## config.mk

```make
export PLATFORM = sky130hd
export DESIGN_NAME = vend_dispenser
export DESIGN_NICKNAME = d
export VERILOG_FILES = /design/src/rtl/vend_dispenser.sv
export SDC_FILE = /design/constraint.sdc
export NUM_CORES = 1
export LEC_CHECK = 0
export ABC_AREA = 1
export CORE_MARGIN = 2
export CORE_UTILIZATION = 57
export DETAILED_ROUTE_END_ITERATION = 16
export MAX_ROUTING_LAYER = met4
export PLACE_DENSITY = 0.91
export SLEW_MARGIN = 20
export SYNTH_ARGS = -nofsm -noshare
export SYNTH_HDL_FRONTEND = slang
export SYNTH_SLANG_ARGS = --single-unit
```

## constraint.sdc

```tcl
create_clock -name clk -period 3.1 [get_ports clk]
set_input_delay 0.31 -clock clk [delete_from_list [all_inputs] [get_ports clk]]
set_output_delay 0.31 -clock clk [all_outputs]
set_load 0.005 [all_outputs]
```

## src/rtl/vend_dispenser.sv

```systemverilog
// Order queue and actuator sequencer behind the coin FSM: buffers sell pulses and drives
// motor, drop-sensor wait and change hopper per order. Define DISPENSER_REFUND_EN to refund on timeout.
module vend_dispenser #(
    parameter int DEPTH     = 4,
    parameter int MOTOR_CYC = 8,
    parameter int TIMEOUT   = 64
) (
    input  logic                     clk,
    input  logic                     rst,
    input  logic                     sell,
    input  logic                     change,
    input  logic                     item_drop,
    input  logic                     fault_clr,
    output logic                     motor,
    output logic                     coin_out,
    output logic                     busy,
    output logic                     fault,
    output logic [$clog2(DEPTH):0]   pending,
    output logic                     overflow
);

    localparam int AW   = $clog2(DEPTH);
    localparam int CMAX = (MOTOR_CYC > TIMEOUT) ? MOTOR_CYC : TIMEOUT;
    localparam int CW   = $clog2(CMAX + 10) + 1;

`ifdef DISPENSER_REFUND_EN
    typedef enum logic [2:0] {IDLE, VEND, WAIT_DROP, CHANGE, REFUND, FAULT} state_t;
`else
    typedef enum logic [2:0] {IDLE, VEND, WAIT_DROP, CHANGE, FAULT} state_t;
`endif

    state_t         state_reg, state_next;
    logic [CW-1:0]  cnt_reg, cnt_next;
    logic           drop_seen_reg, drop_seen_next;
    logic           drop_reg;
    logic           flag_reg;
    logic [AW-1:0]  wr_ptr_reg, rd_ptr_reg;
    logic [AW:0]    count_reg;
    logic           overflow_reg;
    logic           motor_reg, coin_reg, busy_reg, fault_reg;
    logic           mem [DEPTH];

    logic pop, push, full, coin_next;

    assign pop  = (state_reg == IDLE) && (count_reg != '0);
    assign full = (count_reg == (AW+1)'(DEPTH));
    assign push = sell && (!full || pop);

    // Order storage: one change bit per entry, head read registered on pop.
    always_ff @(posedge clk) begin
        if (push)
            mem[wr_ptr_reg] <= change;
        if (pop)
            flag_reg <= mem[rd_ptr_reg];
    end

    always_comb begin
        state_next     = state_reg;
        cnt_next       = cnt_reg;
        drop_seen_next = drop_seen_reg;
        case (state_reg)
            IDLE: begin
                if (pop) begin
                    state_next     = VEND;
                    cnt_next       = '0;
                    drop_seen_next = 1'b0;
                end
            end
            VEND: begin
                if (drop_reg)
                    drop_seen_next = 1'b1;
                if (cnt_reg == CW'(MOTOR_CYC - 1)) begin
                    cnt_next = '0;
                    if (drop_seen_reg || drop_reg)
                        state_next = flag_reg ? CHANGE : IDLE;
                    else
                        state_next = WAIT_DROP;
                end else begin
                    cnt_next = cnt_reg + 1'b1;
                end
            end
            WAIT_DROP: begin
                // A drop presented on the expiry edge takes priority over the timeout.
                if (drop_reg) begin
                    state_next = flag_reg ? CHANGE : IDLE;
                end else if (cnt_reg == CW'(TIMEOUT - 1)) begin
                    cnt_next = '0;
`ifdef DISPENSER_REFUND_EN
                    state_next = REFUND;
`else
                    state_next = FAULT;
`endif
                end else begin
                    cnt_next = cnt_reg + 1'b1;
                end
            end
            CHANGE: state_next = IDLE;
`ifdef DISPENSER_REFUND_EN
            REFUND: begin
                // Even counts are pulse-high cycles; 4 or 5 pulses depending on the change flag.
                if (cnt_reg == (flag_reg ? CW'(9) : CW'(7)))
                    state_next = FAULT;
                else
                    cnt_next = cnt_reg + 1'b1;
            end
`endif
            FAULT: begin
                if (fault_clr)
                    state_next = IDLE;
            end
            default: state_next = IDLE;
        endcase
    end

`ifdef DISPENSER_REFUND_EN
    assign coin_next = (state_next == CHANGE) || ((state_next == REFUND) && !cnt_next[0]);
`else
    assign coin_next = (state_next == CHANGE);
`endif

    always_ff @(posedge clk or posedge rst) begin
        if (rst) begin
            state_reg     <= IDLE;
            cnt_reg       <= '0;
            drop_seen_reg <= 1'b0;
            drop_reg      <= 1'b0;
            wr_ptr_reg    <= '0;
            rd_ptr_reg    <= '0;
            count_reg     <= '0;
            overflow_reg  <= 1'b0;
            motor_reg     <= 1'b0;
            coin_reg      <= 1'b0;
            busy_reg      <= 1'b0;
            fault_reg     <= 1'b0;
        end else begin
            state_reg     <= state_next;
            cnt_reg       <= cnt_next;
            drop_seen_reg <= drop_seen_next;
            // The sensor only matters while an item can actually be falling.
            drop_reg      <= item_drop && ((state_reg == VEND) || (state_reg == WAIT_DROP));
            if (push)
                wr_ptr_reg <= wr_ptr_reg + 1'b1;
            if (pop)
                rd_ptr_reg <= rd_ptr_reg + 1'b1;
            count_reg     <= count_reg + (AW+1)'(push) - (AW+1)'(pop);
            if (sell && !push)
                overflow_reg <= 1'b1;
            motor_reg     <= (state_next == VEND);
            coin_reg      <= coin_next;
            busy_reg      <= (state_next != IDLE);
            fault_reg     <= (state_next == FAULT);
        end
    end

    assign motor    = motor_reg;
    assign coin_out = coin_reg;
    assign busy     = busy_reg;
    assign fault    = fault_reg;
    assign pending  = count_reg;
    assign overflow = overflow_reg;

endmodule
```

==> results of run 1 <==
[per-stage QoR]
step	area, um^2	power, W
2_1_floorplan	1669	0.001102
3_3_place_gp	1838	0.001272
3_5_place_dp	1838	0.001313
4_1_cts	1887	0.001531
5_1_grt	1887	0.001662
6_report	1887	0.001525
[power by group]
| group | leakage [nW] | internal [W] | switching, W |
|---|---|---|---|
| Clock | 0.0265 | 0.0000902 | 0.000131 |
| Sequential | 0.345 | 0.000532 | 0.000110 |
| Combinational | 0.592 | 0.000283 | 0.000379 |
[cell type report]
class	count	area share, %
sequential	30	41.11
tap	31	2.056
timing repair buffer	13	6.897
clock buffer	8	2.586
inverter	39	8.157
multi-input combinational	128	39.19
[worst reg2reg max path: stages, from the launching register on]
cell and delay (ps):
dfrtp_1 370, inv_1 160, nand2_4 110, nor2_4 130, nand2_4 90, nand2_1 100
nand2_4 80, ha_1 280, inv_1 40, ha_1 180, fa_1 380, xnor2_1 190
xor2_1 190
[worst max path at each step]
| stage | start | slack, ps | to | cells after the start |
|---|---|---|---|---|
| after CTS | state_reg[2] | 720 | pending[2] | 12 |
| final | state_reg[2] | 740 | pending[2] | 12 |
| after global placement | state_reg[2] | 860 | pending[2] | 12 |
| after detailed placement | state_reg[2] | 740 | pending[2] | 12 |
| after floorplan | state_reg[2] | 900 | pending[2] | 12 |
| after global routing | state_reg[2] | 530 | pending[2] | 12 |
[cells by family after synthesis]
logic type               after synthesis
AO/OA/AOI/OAI                         20
XOR/XNOR                               5
adder cells (fa/ha/maj)                8
buffers and inverters                 39
flip-flops                            30
AND/OR/NAND/NOR                       95
[layer usage]
layer / routed length, um / part of all wire, %
met1: 1270 / 41
met2: 1547 / 50
met5: 0 / 0
met3: 181 / 5.9
met4: 74 / 2.4
[cells in the final DEF, fill, tap and decap left out, drive strengths merged]
cell type and instances:
a21oi 7, o211ai 1, nor4 1, nand3 11, fa 1, ha 7
a32oi 1, nand4 3, xnor2 1, clkdlybuf4s50 13, a31o 1, o21ai 9
nor3 1, a21boi 1, xor2 4, clkinv 1, inv 38, clkbuf 8
nand2 52, edfxtp 5, nor2 27, dfrtp 25
==> impl_metrics.yaml, run 1 <==
min_path:
  worstHoldPathType: "input pin to async pin"
floorplanning:
  start_util_pct: 60.53
  io_pins: 14
  die_h_um: 58.12
  chipWidth_um: 58.12
  die_area_um2: 3377
  rows: 19
  core_area_um2: 2758
clock_tree:
  post_cts_buffers: 0
  cts-root-buf: "clkbuf_4"
  cts_max_level: 2
  clk_latency_ps: 330
  worst_setup_hold_path_clk_slew_ps: 90
  cts_tree: "built"
  clock_path_buffers: 2
  numCtsBuffers: 5
  cts_hold_buffers: 0
  clock-sinks: 30
  post_cts_resized: 0
final_layout:
  post-route-util_pct: 68.42
  largest_reg_flops: 8
  fin_nets: 231
  instances_no_fill: 249
  area_delta_synth_final_pct: 13.04
  drive_above_1_share_pct: 11.01
  multi_input_comb_area_um2: 739.5
  seqCellArea_um2: 775.7
  fillCellCount: 207
  antennaDiodeCount: 0
status:
  status: "complete, no violations"
worst_setup_path:
  crit_family: "adder cells"
  cpPeakStageDelay_ps: 380
  regToRegEndpoint: "pending[2]"
  cp.arrival_ps: 2610
  crit_buf_inv: 2
  crit_path_start_kind: "register"
  path_cells: "inv_1 > nand2_4 > nor2_4 > nand2_4 > nand2_1 > nand2_4 > ha_1 > inv_1 > ha_1 > fa_1 > xnor2_1 > xor2_1"
  r2r_slack_ps: 740
  crit_fanout: 8
  critPathMostFrequentCell: "nand2_4"
  r2r_cells: 12
  path_class: "register to register"
  end_kind: "register"
  cp.required_ps: 3350
  r2r_start: "state_reg[2]"
  crit_path_top_delay_cell: "fa_1"
synthesis:
  ys_seq_area_share_pct: 46.48
  synth_compound_area_share_pct: 7.421
  synthTopCellsByArea: "dfrtp_1, nand2_1, edfxtp_1"
  synth_area_um2: 1669
  synth_top_family_by_area: "simple AND/OR/NAND/NOR gates"
  ys_warn_count: 0
  synthCells: 197
  synth.top_cell.area_share_pct: 37.48
  synth_ff_type: "dfrtp_1"
  yosysTopAreaCell: "dfrtp_1"
  synth-adder-area-share_pct: 6.447
  ys_ff_latch: 30
  synth_nets: 211
  synthSimpleGateAreaFrac_pct: 27.81
  synth_common_cells: "nand2_1, inv_1, dfrtp_1, nor2_1, nand3_1"
  synth_most_common_cell: "nand2_1"
  async_reset_ff_share_pct: 83.33
  yosysUniqueCellTypes: 30
  postSynthAreaPerCell_um2: 8.473
  synth_edf_count: 5
  synthMuxAreaShare_pct: 0
  synth_xor_area_share_pct: 2.624
power_and_ir_drop:
  power_leakage_nw: 0.9636
  ir_drop_mv: 0.6588
  p_per_area_nw_per_um2: 808.4
sta:
  slew_headroom_pct: 39.42
  setup_tns_ps: 0
  worst_slew_pin_slew_ps: 903.1
  period_minus_slack_ps: 2358
  finalCritPeriodShare_pct: 76.08
  fmax_mhz: 424.0
  rsz0062_at_grt: "false"
  whs_ps: 358.2
  finClkSkew_ps: 6.649
  setup_slack_ps: 741.6
  setup_viol: 0
  hold_viol_final: 0
  drv_slew: 0
placement:
  io_buffers: 13
  dpl_worst_slack_ps: 737.3
  gp_congestion: 0.9211
  dp_hpwl_um: 2269
  placed_cells: 241
global_route:
  use_met2_pct: 36.20
  grt_pass1_wl_um: 5430
  gr-usage-met3_pct: 6.920
  gr-total-overflow: 0
  grtUsageMet1_pct: 25.73
  grt_busiest_layer: "met2"
  grt_max_degree: 26
  antenna_found_initial: 0
  grt_pass1_vias: 1310
  grt_usage_pct: 22.74
detailed_routing:
  wl_per_cell_um: 12.34
  drtAntennaViolNets: 0
  drtIter0Drc: 65
  avgViaCountPerCell: 5.301
  routed_wl_um: 3073
  vias: 1320
  firstDrtPassIters: 4
  drc: 0
flow_run:
  max_cap_violations: 0
Power figures use the tool's default switching activity.
==> run 2, diff against run 1 <==
Clock period 3.1 ns to 2.35 ns, I/O delays scaled along.
==> run 2 against run 1 <==
Net effect:
- maximum frequency is 5.1% higher
- flip-flop and latch count stayed put
- global-route usage down 0.080 points
- core utilization rose by 5.2 points
- largest cell class is now multi-input combinational cells
- largest power group unchanged
==> impl_metrics.yaml, run 2 (synthesized netlist as in run 1, its figures left out) <==
status:
  status: "complete, no violations"
global_route:
  grt_pass1_vias: 1323
  grt_usage_pct: 22.66
  grt_max_degree: 26
  gr-total-overflow: 0
  grt_pass1_wl_um: 5457
  antenna_found_initial: 0
worst_setup_path:
  cp.required_ps: 2600
  cp.arrival_ps: 2490
  crit_path_top_delay_cell: "dfrtp_1"
  path_class: "register to register"
  end_kind: "register"
  path_cells: "inv_2 > nand2_4 > nor2_4 > nand2_4 > nand2_4 > nand2_8 > ha_4 > inv_1 > ha_1 > fa_2 > xnor2_2 > xor2_1"
  crit_family: "adder cells"
  crit_buf_inv: 2
  crit_path_start_kind: "register"
  cpPeakStageDelay_ps: 400
  critPathMostFrequentCell: "nand2_4"
  crit_fanout: 8
detailed_routing:
  avgViaCountPerCell: 5.372
  routed_wl_um: 3362
  vias: 1386
  drtIter0Drc: 57
  drc: 0
  wl_per_cell_um: 13.03
  drtAntennaViolNets: 0
  firstDrtPassIters: 5
final_layout:
  fin_nets: 240
  drive_above_1_share_pct: 19.38
  area_delta_synth_final_pct: 21.66
  instances_no_fill: 258
  layout_common_cells: "nand2_1, inv_1, dfrtp_1"
  largest_reg_flops: 8
  layout_commonest_cell: "nand2_1"
  antennaDiodeCount: 0
clock_tree:
  numCtsBuffers: 5
  cts_max_level: 2
  worst_setup_hold_path_clk_slew_ps: 100
  clock-sinks: 30
  clock_path_buffers: 2
  clk_latency_ps: 340
  cts-root-buf: "clkbuf_4"
  cts_hold_buffers: 0
  cts_tree: "built"
floorplanning:
  start_util_pct: 60.53
  chipWidth_um: 58.12
  core_area_um2: 2758
  io_pins: 14
  die_h_um: 58.12
  die_area_um2: 3377
  rows: 19
power_and_ir_drop:
  power_leakage_nw: 1.038
  p_per_area_nw_per_um2: 1114
  ir_drop_mv: 0.9233
flow_run:
  max_cap_violations: 0
sta:
  worst_slew_pin_slew_ps: 320.4
  drv_slew: 0
  finClkSkew_ps: 11.51
  period_minus_slack_ps: 2245
  fmax_mhz: 445.5
  finalCritPeriodShare_pct: 95.52
  setup_viol: 0
  slew_headroom_pct: 78.64
  setup_slack_ps: 105.2
  hold_viol_final: 0
min_path:
  worstHoldPathType: "input pin to async pin"
placement:
  dp_hpwl_um: 2306
  placed_cells: 244
  gp_congestion: 0.8240
  io_buffers: 13
  dpl_worst_slack_ps: 30.28
==> run 2: where the power goes <==
part / leakage [nW] / total (W) / switching, W / internal [W]
sequential: 0.344 / 0.000851 / 0.000147 / 0.000704
clock: 0.0450 / 0.000405 / 0.000185 / 0.000220
combinational: 0.648 / 0.00101 / 0.000558 / 0.000447
==> run 2: timing repair <==
action,CTS,global route
setup buffers,0,6
setup endpoints to repair,0,1
gates resized for setup,0,10
==> run 2: tightest hold or removal path: stages <==
cell and delay [ps]:
clkdlybuf4s50_1 410, inv_1 70, buf_4 300
==> run 2: metal layers <==
layer / global-route usage [%] / up-vias / wire length (um)
li1: - / 674 / -
met1: 24.04 / 647 / 1336
met2: 37.82 / 57 / 1755
met3: 6.250 / 8 / 205
met4: 12.96 / 0 / 65
met5: - / - / 0
==> run 2: path summary, 6_finish.rpt <==
| path | from | slack [ps] | end | cells after the start |
|---|---|---|---|---|
| worst max-delay path | state_reg[1] | 110 | pending[2] | 12 |
| worst min-delay path | rst | 270 | drop_reg | 3 |
| worst max register to register | state_reg[1] | 110 | pending[2] | 12 |
| worst min register to register | overflow | 490 | overflow | 1 |
| max in group asynchronous | rst | 1820 | pending[1] | 3 |
| min in group clk | item_drop | 450 | drop_reg | 2 |
==> run 2: layout make-up <==
class,count,area [um^2]
clock buffer,5,37.54
clock inverter,3,40.04
fill,174,726.9
inverter,39,153.9
multi-input combinational,128,785.8
sequential,30,777.0
tap,31,38.79
timing repair buffer,22,197.7
==> run 2: metrics by stage <==
step	setup TNS, ps	total power, W	util [%]	hold slack [ps]	area, um^2
after global routing	-23.25	0.002445	73.64	327.3	2031
final	0	0.002262	73.64	273.7	2031
after floorplan	0	0.001454	-	262.3	1669
after CTS	0	0.002148	70.28	251.3	1938
after global placement	0	0.001680	67.47	464.4	1861
after detailed placement	0	0.001735	67.47	465.6	1861
